`src/rtl/ibex_ex_result_buffer.sv`:
```
// Result buffer between execute and writeback: fixed-priority capture from
// NUM_SRC producers into an in-order FIFO, blocking behind a faulting result.
module ibex_ex_result_buffer #(
  parameter int CAP_W   = 93,
  parameter int EXC_W   = 22,
  parameter int NUM_SRC = 3,
  parameter int DEPTH   = 2,
  localparam int SRC_W  = (NUM_SRC > 1) ? $clog2(NUM_SRC) : 1,
  localparam int PTR_W  = $clog2(DEPTH),
  localparam int CNT_W  = PTR_W + 1
) (
  input  logic                     clk_i,
  input  logic                     rst_i,
  input  logic [NUM_SRC-1:0]       src_valid_i,
  output logic [NUM_SRC-1:0]       src_ready_o,
  input  logic [NUM_SRC*CAP_W-1:0] src_data_i,
  input  logic [NUM_SRC-1:0]       src_wrote_cap_i,
  input  logic [NUM_SRC*EXC_W-1:0] src_exc_i,
  input  logic [NUM_SRC*5-1:0]     src_rd_i,
  input  logic                     flush_i,
  output logic                     wb_valid_o,
  input  logic                     wb_ready_i,
  output logic [CAP_W-1:0]         wb_data_o,
  output logic                     wb_wrote_cap_o,
  output logic [EXC_W-1:0]         wb_exc_o,
  output logic [4:0]               wb_rd_o,
  output logic [SRC_W-1:0]         wb_src_o,
  output logic [CNT_W-1:0]         count_o,
  output logic                     exc_pending_o
);

  localparam logic [CNT_W-1:0] DEPTH_C = CNT_W'(DEPTH);

  logic [CAP_W-1:0] data_q [DEPTH];
  logic             cap_q  [DEPTH];
  logic [EXC_W-1:0] exc_q  [DEPTH];
  logic [4:0]       rd_q   [DEPTH];
  logic [SRC_W-1:0] src_q  [DEPTH];

  logic [PTR_W-1:0] wr_ptr_q, wr_ptr_d;
  logic [PTR_W-1:0] rd_ptr_q, rd_ptr_d;
  logic [CNT_W-1:0] count_q, count_d;
  logic             exc_pending_q, exc_pending_d;

  logic               any_valid;
  logic [SRC_W-1:0]   grant_idx;
  logic [NUM_SRC-1:0] grant_oh;
  logic [CAP_W-1:0]   sel_data;
  logic               sel_cap;
  logic [EXC_W-1:0]   sel_exc;
  logic [4:0]         sel_rd;
  logic               pop, push, space, zero_rd;

  // Scan from the top so the lowest asserted channel is the last to win.
  // NOTE: every always_comb output gets a default first so no latch is inferred.
  always_comb begin
    any_valid = 1'b0;
    grant_idx = '0;
    grant_oh  = '0;
    sel_data  = '0;
    sel_cap   = 1'b0;
    sel_exc   = '0;
    sel_rd    = '0;
    for (int k = NUM_SRC - 1; k >= 0; k--) begin
      if (src_valid_i[k]) begin
        any_valid   = 1'b1;
        grant_idx   = SRC_W'(k);
        grant_oh    = '0;
        grant_oh[k] = 1'b1;
        sel_data    = src_data_i[k*CAP_W +: CAP_W];
        sel_cap     = src_wrote_cap_i[k];
        sel_exc     = src_exc_i[k*EXC_W +: EXC_W];
        sel_rd      = src_rd_i[k*5 +: 5];
      end
    end
  end

  assign wb_valid_o  = (count_q != '0);
  assign pop         = wb_valid_o & wb_ready_i & ~flush_i;
  assign space       = (count_q < DEPTH_C) | (wb_valid_o & wb_ready_i);
  assign push        = any_valid & space & ~exc_pending_q & ~flush_i & ~rst_i;
  assign src_ready_o = push ? grant_oh : '0;
  assign zero_rd     = (sel_rd == 5'd0) && (sel_exc == '0);

  always_comb begin
    wr_ptr_d      = wr_ptr_q;
    rd_ptr_d      = rd_ptr_q;
    count_d       = count_q;
    exc_pending_d = exc_pending_q;
    if (flush_i) begin
      wr_ptr_d      = '0;
      rd_ptr_d      = '0;
      count_d       = '0;
      exc_pending_d = 1'b0;
    end else begin
      if (push) wr_ptr_d = wr_ptr_q + PTR_W'(1);
      if (pop)  rd_ptr_d = rd_ptr_q + PTR_W'(1);
      if (push && !pop)      count_d = count_q + CNT_W'(1);
      else if (pop && !push) count_d = count_q - CNT_W'(1);
      // The faulting entry is always the youngest, so it pops only as the last one.
      if (push && sel_exc != '0)               exc_pending_d = 1'b1;
      else if (pop && count_q == CNT_W'(1))    exc_pending_d = 1'b0;
    end
  end

  // NOTE: sequential state uses non-blocking assignments only.
  always_ff @(posedge clk_i or posedge rst_i) begin
    if (rst_i) begin
      wr_ptr_q      <= '0;
      rd_ptr_q      <= '0;
      count_q       <= '0;
      exc_pending_q <= 1'b0;
    end else begin
      wr_ptr_q      <= wr_ptr_d;
      rd_ptr_q      <= rd_ptr_d;
      count_q       <= count_d;
      exc_pending_q <= exc_pending_d;
    end
  end

  // NOTE: storage is not reset; outputs are gated by occupancy, so stale words never leak.
  always_ff @(posedge clk_i) begin
    if (push) begin
      data_q[wr_ptr_q] <= zero_rd ? '0 : sel_data;
      cap_q[wr_ptr_q]  <= zero_rd ? 1'b0 : sel_cap;
      exc_q[wr_ptr_q]  <= sel_exc;
      rd_q[wr_ptr_q]   <= sel_rd;
      src_q[wr_ptr_q]  <= grant_idx;
    end
  end

  assign wb_data_o      = wb_valid_o ? data_q[rd_ptr_q] : '0;
  assign wb_wrote_cap_o = wb_valid_o ? cap_q[rd_ptr_q]  : 1'b0;
  assign wb_exc_o       = wb_valid_o ? exc_q[rd_ptr_q]  : '0;
  assign wb_rd_o        = wb_valid_o ? rd_q[rd_ptr_q]   : '0;
  assign wb_src_o       = wb_valid_o ? src_q[rd_ptr_q]  : '0;
  assign count_o        = count_q;
  assign exc_pending_o  = exc_pending_q;

endmodule

```
`config.mk`:
```
export PLATFORM = sky130hd
export DESIGN_NAME = ibex_ex_result_buffer
export DESIGN_NICKNAME = d
export VERILOG_FILES = /design/src/rtl/ibex_ex_result_buffer.sv
export SDC_FILE = /design/constraint.sdc
export NUM_CORES = 1
export LEC_CHECK = 0
export ABC_CLOCK_PERIOD_IN_PS = 11800
export BUFFER_PORTS_ARGS = -buffer_cell sky130_fd_sc_hd__buf_2
export CAP_MARGIN = 10
export CORE_AREA = 3 3 193 195
export CTS_CLUSTER_SIZE = 24
export DETAILED_ROUTE_END_ITERATION = 8
export DIE_AREA = 0 0 196 198
export GPL_ROUTABILITY_DRIVEN = 0
export GPL_TIMING_DRIVEN = 0
export HOLD_SLACK_MARGIN = 0.05
export SKIP_CTS_REPAIR_TIMING = 1
export SYNTH_ARGS = -nofsm -noshare
export SYNTH_HDL_FRONTEND = slang
export SYNTH_SLANG_ARGS = --single-unit
```
`constraint.sdc`:
```
create_clock -name clk_i -period 11.8 [get_ports clk_i]
set_input_delay 0.59 -clock clk_i [delete_from_list [all_inputs] [get_ports clk_i]]
set_output_delay 0.59 -clock clk_i [all_outputs]
set_load 0.02 [all_outputs]
```
Word level (Yosys, flattened, before mapping)
Memory sizes are Yosys's and may differ from the RTL's.
Index checks and enable logic that the tools add are counted.
{"block": "classes", "add_sub_neg": 4, "mul": 0, "n_div": 0, "n_lt_le_gt_ge": 1, "n_eq_ne": 1, "n_shift": 0, "muxes": 41, "bitwise_logic": 10, "n_reduce_logical": 15}
{"operator": "$mux 93", "n": 5}
{"operator": "$mux 22", "n": 4}
{"operator": "$logic_not 22->1", "n": 1}
{"operator": "$reduce_bool 22->1", "n": 1}
{"operator": "$mux 5", "n": 4}
{"operator": "$mux 1", "n": 17}
{"operator": "$mux 2", "n": 7}
{"operator": "$mux 3", "n": 4}
{"operator": "$and 1x1->1", "n": 6}
{"operator": "$reduce_bool 2->1", "n": 3}
{"operator": "$reduce_bool 3->1", "n": 2}
{"operator": "$logic_and 1x1->1", "n": 5}
{"operator": "$logic_not 5->1", "n": 1}
{"operator": "$not 1->1", "n": 3}
{"operator": "$add 1x1->1 const B", "n": 2}
{"operator": "$add 2x1->2 const B", "n": 1}
{"operator": "$eq 2x1->1 const B", "n": 1}
{"operator": "$logic_not 1->1", "n": 2}
{"operator": "$lt 2x2->1 const B", "n": 1}
{"operator": "$sub 2x1->2 const B", "n": 1}
{"operator": "$or 1x1->1", "n": 1}
{"block": "totals", "register_bits": 5, "latchBits": 0, "ram_bits": 246, "romBits": 0, "inputBits": 370, "output_inout_bits": 130, "word_cells": 81, "memories": 5}
{"memory": "data_q", "words": 2, "word_bits": 93, "rd": 1, "rd_clocked_by_memory_dff": 0, "wr": 1, "line_no": "34", "text": "logic [CAP_W-1:0] data_q [DEPTH];"}
{"memory": "exc_q", "words": 2, "word_bits": 22, "rd": 1, "rd_clocked_by_memory_dff": 0, "wr": 1, "line_no": "36", "text": "logic [EXC_W-1:0] exc_q [DEPTH];"}
{"memory": "rd_q", "words": 2, "word_bits": 5, "rd": 1, "rd_clocked_by_memory_dff": 0, "wr": 1, "line_no": "37", "text": "logic [4:0] rd_q [DEPTH];"}
{"memory": "src_q", "words": 2, "word_bits": 2, "rd": 1, "rd_clocked_by_memory_dff": 0, "wr": 1, "line_no": "38", "text": "logic [SRC_W-1:0] src_q [DEPTH];"}
{"memory": "cap_q", "words": 2, "word_bits": 1, "rd": 1, "rd_clocked_by_memory_dff": 0, "wr": 1, "line_no": "35", "text": "logic cap_q [DEPTH];"}

Depth between registers and ports, before layout
Gate-level depths: netlist of the first run.
{"block": "depth", "ltp_word": 12, "depth_mapped": 10, "ltp_nobuf": 7}

Worst setup path before layout of the first run
OpenSTA, ideal clock, no wires.
{"block": "synth_timing", "path_kind": "input to register", "from": "input src_valid_i[0]", "to": "memory cap_q[0], enable pin", "setup_ps": 607, "arrival_time_ps": 6834, "required_time_ps": 11193, "path_slack_ps": 4359, "path_stages": 7, "path_buffers": 3, "path_cell_list": "buf_4 buf_6 buf_2 nor3_1 nor4_2 nand2_1 nor2_1"}
{"block": "synth_between", "elab_chain_len": 7}
{"item": "from (decl)", "line_no": "14", "text": "input logic [NUM_SRC-1:0] src_valid_i,"}
{"item": "$mux 1", "line_no": "65", "text": "if (src_valid_i[k]) begin"}
{"item": "$and 1x1->1 (4 in series)", "line_no": "81", "text": "assign push = any_valid & space & ~exc_pending_q & ~flush_i & ~rst_i;"}
{"item": "$mux 1", "line_no": "123", "text": "if (push) begin"}
{"item": "$mux 1", "line_no": "125", "text": "cap_q[wr_ptr_q] <= zero_rd ? 1'b0 : sel_cap;"}
{"item": "to (decl)", "line_no": "35"}
Every way passes these cells.

Worst setup path in the final report of the first run
{"block": "layout_timing", "from": "register rd_ptr_q", "to": "output wb_src_o[0]"}
{"block": "layout_between", "elab_chain_len": 2}
{"item": "from (decl)", "line_no": "41", "text": "logic [PTR_W-1:0] rd_ptr_q, rd_ptr_d;"}
{"item": "from (signal assigned)", "line_no": "115", "text": "rd_ptr_q <= rd_ptr_d;"}
{"item": "$mem_v2 2x2"}
{"item": "$mux 2", "line_no": "136", "text": "assign wb_src_o = wb_valid_o ? src_q[rd_ptr_q] : '0;"}
{"item": "to (decl)", "line_no": "27", "text": "output logic [SRC_W-1:0] wb_src_o,"}
Every way passes these cells.

==> results.py, run 1 <==
metrics = {
    "run_status": {
        "status": "complete, no violations",
    },
    "power": {
        "power.density_mw_per_mm2": 190,
        "p_leak_uw": 0.00650,
        "vdd_drop_max_uv": 122,
    },
    "floorplan": {
        "rows": 69,
        "die_w_um": 196,
        "core_area_mm2": 0.0356,
        "ios": 500,
        "dieArea_mm2": 0.0388,
        "start_util": 0.354,
        "fp.dieH_um": 198,
    },
    "timing": {
        "worst_slew_pin_slew_ns": 1.26,
        "slew_viol_final": 0,
        "finalSetupTns_ns": 0,
        "setup_viol": 0,
        "post-route-period-util": 0.313,
        "rsz0062_at_grt": "no",
        "min_period_ns": 3.69,
        "fmax_ghz": 0.271,
        "slew_headroom": 0.163,
        "finalClockSkew_ns": 0.00873,
        "final-hold-violation-count": 0,
    },
    "critical_path": {
        "path_max_fanout": 10,
        "cp.arrival_ns": 3.10,
        "reg2reg_to": "data_q[0][29]$_DFFE_PP_",
        "r2r_start": "count_o[1]$_DFFE_PP0P_",
        "r2r_setup_slack_ns": 8.86,
        "cp-end-kind": "output port",
        "rr_worst_depth": 9,
        "required_ns": 11.21,
        "cp-start-kind": "flip-flop",
        "worstSetupPathType": "reg -> out",
    },
    "worst_hold_path": {
        "whs_endpoint": "count_o[0]$_DFFE_PP0P_",
        "holdPathStages": 2,
        "hold_path_class": "in -> reg",
        "hp-start": "flush_i",
    },
    "synthesis": {
        "synth_area_mm2": 0.0126,
        "netlist_instances": 1023,
        "synthAdderAreaFrac": 0.00199,
        "ys_seq_elements": 251,
        "async_reset_ff_frac": 0.0199,
        "muxShareOfSynthArea": 0.0985,
        "synth_top_family_by_area": "compound AO/OA/AOI/OAI gates",
        "seq_area_frac_synth": 0.596,
        "ys_types": 40,
        "synth_xor_area_frac": 0.00139,
        "synth-simple-area-share": 0.0686,
        "postSynthAreaPerCell_um2": 12.3,
        "synth_ff_type": "edfxtp_1",
        "synth_compound_area_frac": 0.190,
        "synth_nets": 1395,
        "synth_warnings": 0,
        "synth_edf_count": 246,
    },
    "finish": {
        "fin_nets": 1929,
        "final_common_cell": "buf_2",
        "final_cell_mix": "buf_2, edfxtp_1, nor2_1, mux2i_1, o21ai_0",
        "final_area_mm2": 0.0167,
        "area_growth_pct": 32.5,
        "nFillCells": 3353,
        "layout.cells.non_filler": 2041,
        "drive_above_1_share": 0.375,
    },
    "placed_design": {
        "post-dp-hpwl_um": 33600,
        "placedInstanceArea_mm2": 0.0158,
        "port_buffers": 498,
        "dp_cells": 1988,
    },
    "detailed_routing": {
        "routed_wl_um": 44300,
        "drc": 0,
        "via_per_inst": 5.41,
        "drtIter0Drc": 646,
        "wl_per_cell_um": 21.7,
        "vias": 11000,
        "antenna_left": 0,
        "drtPass1Iterations": 6,
    },
    "cts": {
        "h-tree-depth": 1,
        "clk_pin_slew_ns": 0.06,
        "numClockSinks": 251,
        "clock-root-buffer": "clkbuf_16",
        "cts_tree": "built",
        "clk_latency_ns": 0.53,
        "numCtsBuffers": 27,
        "clock_path_buffers": 3,
    },
    "run": {
        "maxCapViolCount": 0,
    },
    "global_routing": {
        "overflow": 0,
        "grt_max_degree": 58,
        "grt_usage": 0.215,
        "grt_pass1_wl_um": 64200,
        "antenna_found_initial": 1,
        "grt_pass1_vias": 11100,
    },
}
[cell usage after synthesis, drive strengths merged, types with 3 or more instances]
cell | count | area (um2)
inv | 5 | 18.8
nand3b | 22 | 165
a31oi | 97 | 607
o21ai | 101 | 505
and3 | 3 | 18.8
a22oi | 5 | 37.5
clkbuf | 61 | 229
a2bb2oi | 18 | 158
a221o | 94 | 941
mux2i | 124 | 1240
edfxtp | 246 | 7390
nor4 | 6 | 50.0
nor2 | 132 | 495
nor2b | 5 | 31.3
dfrtp | 5 | 125
buf | 53 | 297
nand2 | 10 | 37.5
a21oi | 18 | 93.8
[metrics by stage]
| step | power [uW] | hold WS, ns | util | setup slack [ns] |
|---|---|---|---|---|
| global placement | 2390 | 0.496 | 0.440 | 0.259 |
| CTS | 3210 | -0.0490 | 0.469 | 7.91 |
| global route | 3330 | 0.298 | 0.469 | 7.83 |
| floorplan | 1890 | 0.369 | - | 4.36 |
| finish | 3170 | 0.312 | 0.469 | 8.11 |
| detailed placement | 2380 | 0.522 | 0.445 | 8.08 |
[logic make-up after synthesis]
| kind of cell | Yosys count |
|---|---|
| compound gates | 338 |
| flops | 251 |
| fa+ha+maj | 2 |
| buf+inv | 119 |
| xor+xnor | 2 |
| simple gates | 187 |
| mux | 124 |
[how the worst max path moves through the flow]
stage	startpoint	to	slack (ns)
2_1_floorplan	src_valid_i[0]	cap_q[0]$_DFFE_PP_	4.36
3_3_place_gp	src_valid_i[0]	data_q[0][30]$_DFFE_PP_	0.26
3_5_place_dp	src_valid_i[0]	data_q[0][31]$_DFFE_PP_	8.08
4_1_cts	count_o[1]$_DFFE_PP0P_	wb_exc_o[18]	7.91
5_1_grt	count_o[1]$_DFFE_PP0P_	wb_rd_o[1]	7.83
6_report	rd_ptr_q$_DFFE_PP0P_	wb_src_o[0]	8.11
[power by group]
| part | leakage (uW) | internal [uW] | switching, uW | total (uW) |
|---|---|---|---|---|
| clock network | 0.000420 | 482 | 338 | 820 |
| logic | 0.00378 | 414 | 842 | 1260 |
| registers | 0.00230 | 1080 | 20.4 | 1100 |
| total | 0.00650 | 1970 | 1200 | 3170 |
[worst max-delay path, cell delays in order, from the launching register on]
cell,delay (ns)
dfrtp_1,0.33
clkbuf_1,0.45
buf_1,0.62
buf_1,0.64
mux2i_1,0.29
nor2_1,0.05
buf_2,0.19
[per-layer routing]
metal | part of all wire | wire length [um] | track usage | vias up
li1 | - | - | - | 5157
met1 | 0.40 | 17700 | 0.268 | 5261
met2 | 0.48 | 21500 | 0.370 | 510
met3 | 0.067 | 2990 | 0.0337 | 110
met4 | 0.048 | 2120 | 0.0951 | 0
met5 | 0 | 0 | 0 | -
[final cells by class]
cell class                      count  area [um2]  area share
Sequential cell                   251        7510       0.450
Multi-Input combinational cell    653        4550       0.273
Timing Repair Buffer              505        2640       0.158
Clock buffer                       30         687      0.0412
Tap cell                          461         577      0.0346
Buffer                            114         526      0.0315
Clock inverter                     19         168      0.0100
Inverter                            5        18.8     0.00112
Antenna cell                        3        7.51    0.000450
[flip-flops by register name, indices dropped and copies added (netlist names)]
| name | count |
|---|---|
| cap_q | 2 |
| src_q | 4 |
| wr_ptr_q | 1 |
| rd_ptr_q | 1 |
| data_q | 186 |
| exc_q | 44 |
| exc_pending_o | 1 |
| rd_q | 10 |
| count_o | 2 |
(Power assumes the default switching activity.)
==> run 2: changes to the inputs <==
Settings changed: ABC_CLOCK_PERIOD_IN_PS 11800 to 3000.
Clock period 11.8 ns to 3 ns, I/O delays scaled along.
==> results.py, run 2 (synthesized netlist as in run 1, its figures left out) <==
metrics = {
    "run_status": {
        "status": "complete, no violations",
    },
    "critical_path": {
        "path_max_fanout": 10,
        "required_ns": 2.85,
        "worstSetupPathType": "reg -> out",
        "endpoint": "wb_src_o[0]",
        "cp-end-kind": "output port",
        "r2r_setup_slack_ns": 0.59,
        "startpoint": "rd_ptr_q$_DFFE_PP0P_",
        "cp.arrival_ns": 2.48,
        "r2r_start": "count_o[1]$_DFFE_PP0P_",
        "cp-start-kind": "flip-flop",
        "rr_worst_depth": 10,
        "reg2reg_to": "data_q[0][34]$_DFFE_PP_",
    },
    "global_routing": {
        "gr-usage-met2": 0.380,
        "use_met1": 0.265,
        "grt-busiest-layer": "met2",
        "use_met3": 0.0369,
        "grt_pass1_wl_um": 64300,
        "grt_usage": 0.214,
        "overflow": 0,
        "antenna_found_initial": 0,
        "grt_max_degree": 53,
        "grt_pass1_vias": 11000,
    },
    "cts": {
        "clock_path_buffers": 3,
        "clk_pin_slew_ns": 0.06,
        "clock-root-buffer": "clkbuf_16",
        "h-tree-depth": 1,
        "numCtsBuffers": 28,
        "clk_latency_ns": 0.53,
        "cts_tree": "built",
        "numClockSinks": 251,
    },
    "detailed_routing": {
        "drtIter0Drc": 694,
        "vias": 11100,
        "antenna_left": 0,
        "routed_wl_um": 44200,
        "drc": 0,
        "wl_per_cell_um": 21.5,
        "drtPass1Iterations": 5,
        "via_per_inst": 5.39,
    },
    "finish": {
        "post-route-util": 0.476,
        "nFillCells": 3328,
        "fin_nets": 1947,
        "regMostFlops": "data_q",
        "final_common_cell": "buf_2",
        "top_regs": "data_q x186, exc_q x44, rd_q x10",
        "final_cell_mix": "buf_2, edfxtp_1, nor2_1, mux2i_1, o21ai_0",
        "multi_input_area_mm2": 0.00459,
        "area_growth_pct": 34.3,
        "largest_register_ffs": 186,
        "final_area_mm2": 0.0169,
        "drive_above_1_share": 0.375,
        "seq_area_mm2": 0.00751,
    },
    "power": {
        "power_frac_seq": 0.348,
        "power.density_mw_per_mm2": 737,
        "p_leak_uw": 0.00660,
        "power.switching_uw": 4720,
        "p_total_uw": 12500,
        "switching_share": 0.378,
        "share_comb_of_total_power": 0.400,
        "internal-power_uw": 7760,
        "clkPwrFrac": 0.252,
        "vdd_drop_max_uv": 458,
    },
    "timing": {
        "slew_headroom": 0.256,
        "setup_viol": 0,
        "slew_viol_final": 0,
        "final-hold-violation-count": 0,
        "post-route-period-util": 0.875,
        "setup_ws_ns": 0.374,
        "rsz0062_at_grt": "no",
        "worst_slew_pin_slew_ns": 1.12,
        "min_period_ns": 2.63,
        "fmax_ghz": 0.381,
        "finalClockSkew_ns": 0.00897,
    },
    "placed_design": {
        "placedInstanceArea_mm2": 0.0159,
        "post-dp-hpwl_um": 33600,
        "pre_cts_ws_ns": -0.108,
        "port_buffers": 498,
    },
    "worst_hold_path": {
        "hold_path_class": "in -> reg",
        "hp-start": "src_rd_i[1]",
    },
    "floorplan": {
        "ios": 500,
        "rows": 69,
        "core_area_mm2": 0.0356,
        "die_w_um": 196,
        "start_util": 0.354,
        "fp.dieH_um": 198,
        "dieArea_mm2": 0.0388,
    },
    "run": {
        "maxCapViolCount": 0,
    },
}
## run 2: layer usage
| metal | vias to the layer above | share of wire |
|---|---|---|
| met3 | 97 | 0.067 |
| met5 | - | 0 |
| met4 | 0 | 0.036 |
| met2 | 477 | 0.50 |
| li1 | 5176 | - |
| met1 | 5330 | 0.40 |
## run 2: area by class of cell
| type | instances | area share |
|---|---|---|
| plain buffers | 111 | 0.0318 |
| multi-input cells | 653 | 0.271 |
| inverters | 5 | 0.00111 |
| diodes | 1 | 0.000148 |
| flip-flops and latches | 251 | 0.444 |
| clock inverters | 11 | 0.00421 |
| repair buffers | 525 | 0.169 |
| clock buffers | 38 | 0.0449 |
| well taps | 461 | 0.0341 |
## run 2: worst min-delay path by stage
stage / endpoint / slack (ns) / cells after the start
after global routing: exc_q[1][10]$_DFFE_PP_ / 0.05 / 2
after detailed placement: wr_ptr_q$_DFFE_PP0P_ / 0.1 / 2
final: rd_q[0][1]$_DFFE_PP_ / 0.05 / 3
after global placement: rd_ptr_q$_DFFE_PP0P_ / 0.09 / 2
after floorplan: exc_pending_o$_DFFE_PP0P_ / -0.07 / 1
after CTS: count_o[0]$_DFFE_PP0P_ / -0.49 / 2
## run 2: metrics by stage
step,instances,hold WS [ns],setup TNS [ns]
2_1_floorplan,1023,-0.0716,-53.32
3_3_place_gp,1982,0.0948,-415.37
3_5_place_dp,1989,0.0986,-2.73
4_1_cts,2038,-0.489,-12.93
5_1_grt,2055,0.0547,0
6_report,2056,0.0469,0
## run 2: critical path, cell delays in order (launching register included)
cell and delay (ns):
dfrtp_1 0.61, clkbuf_2 0.41, clkbuf_2 0.41, mux2i_1 0.25, nor2_1 0.06, buf_2 0.19
## run 2: power groups by stage
stage | Clock [uW] | Sequential, uW | Combinational (uW)
finish | 3140 | 4350 | 4990
global route | 3370 | 4370 | 5380
CTS | 3230 | 4330 | 5070
detailed placement | 0 | 4400 | 5060
global placement | 0 | 4420 | 4970
floorplan | 0 | 4420 | 3040
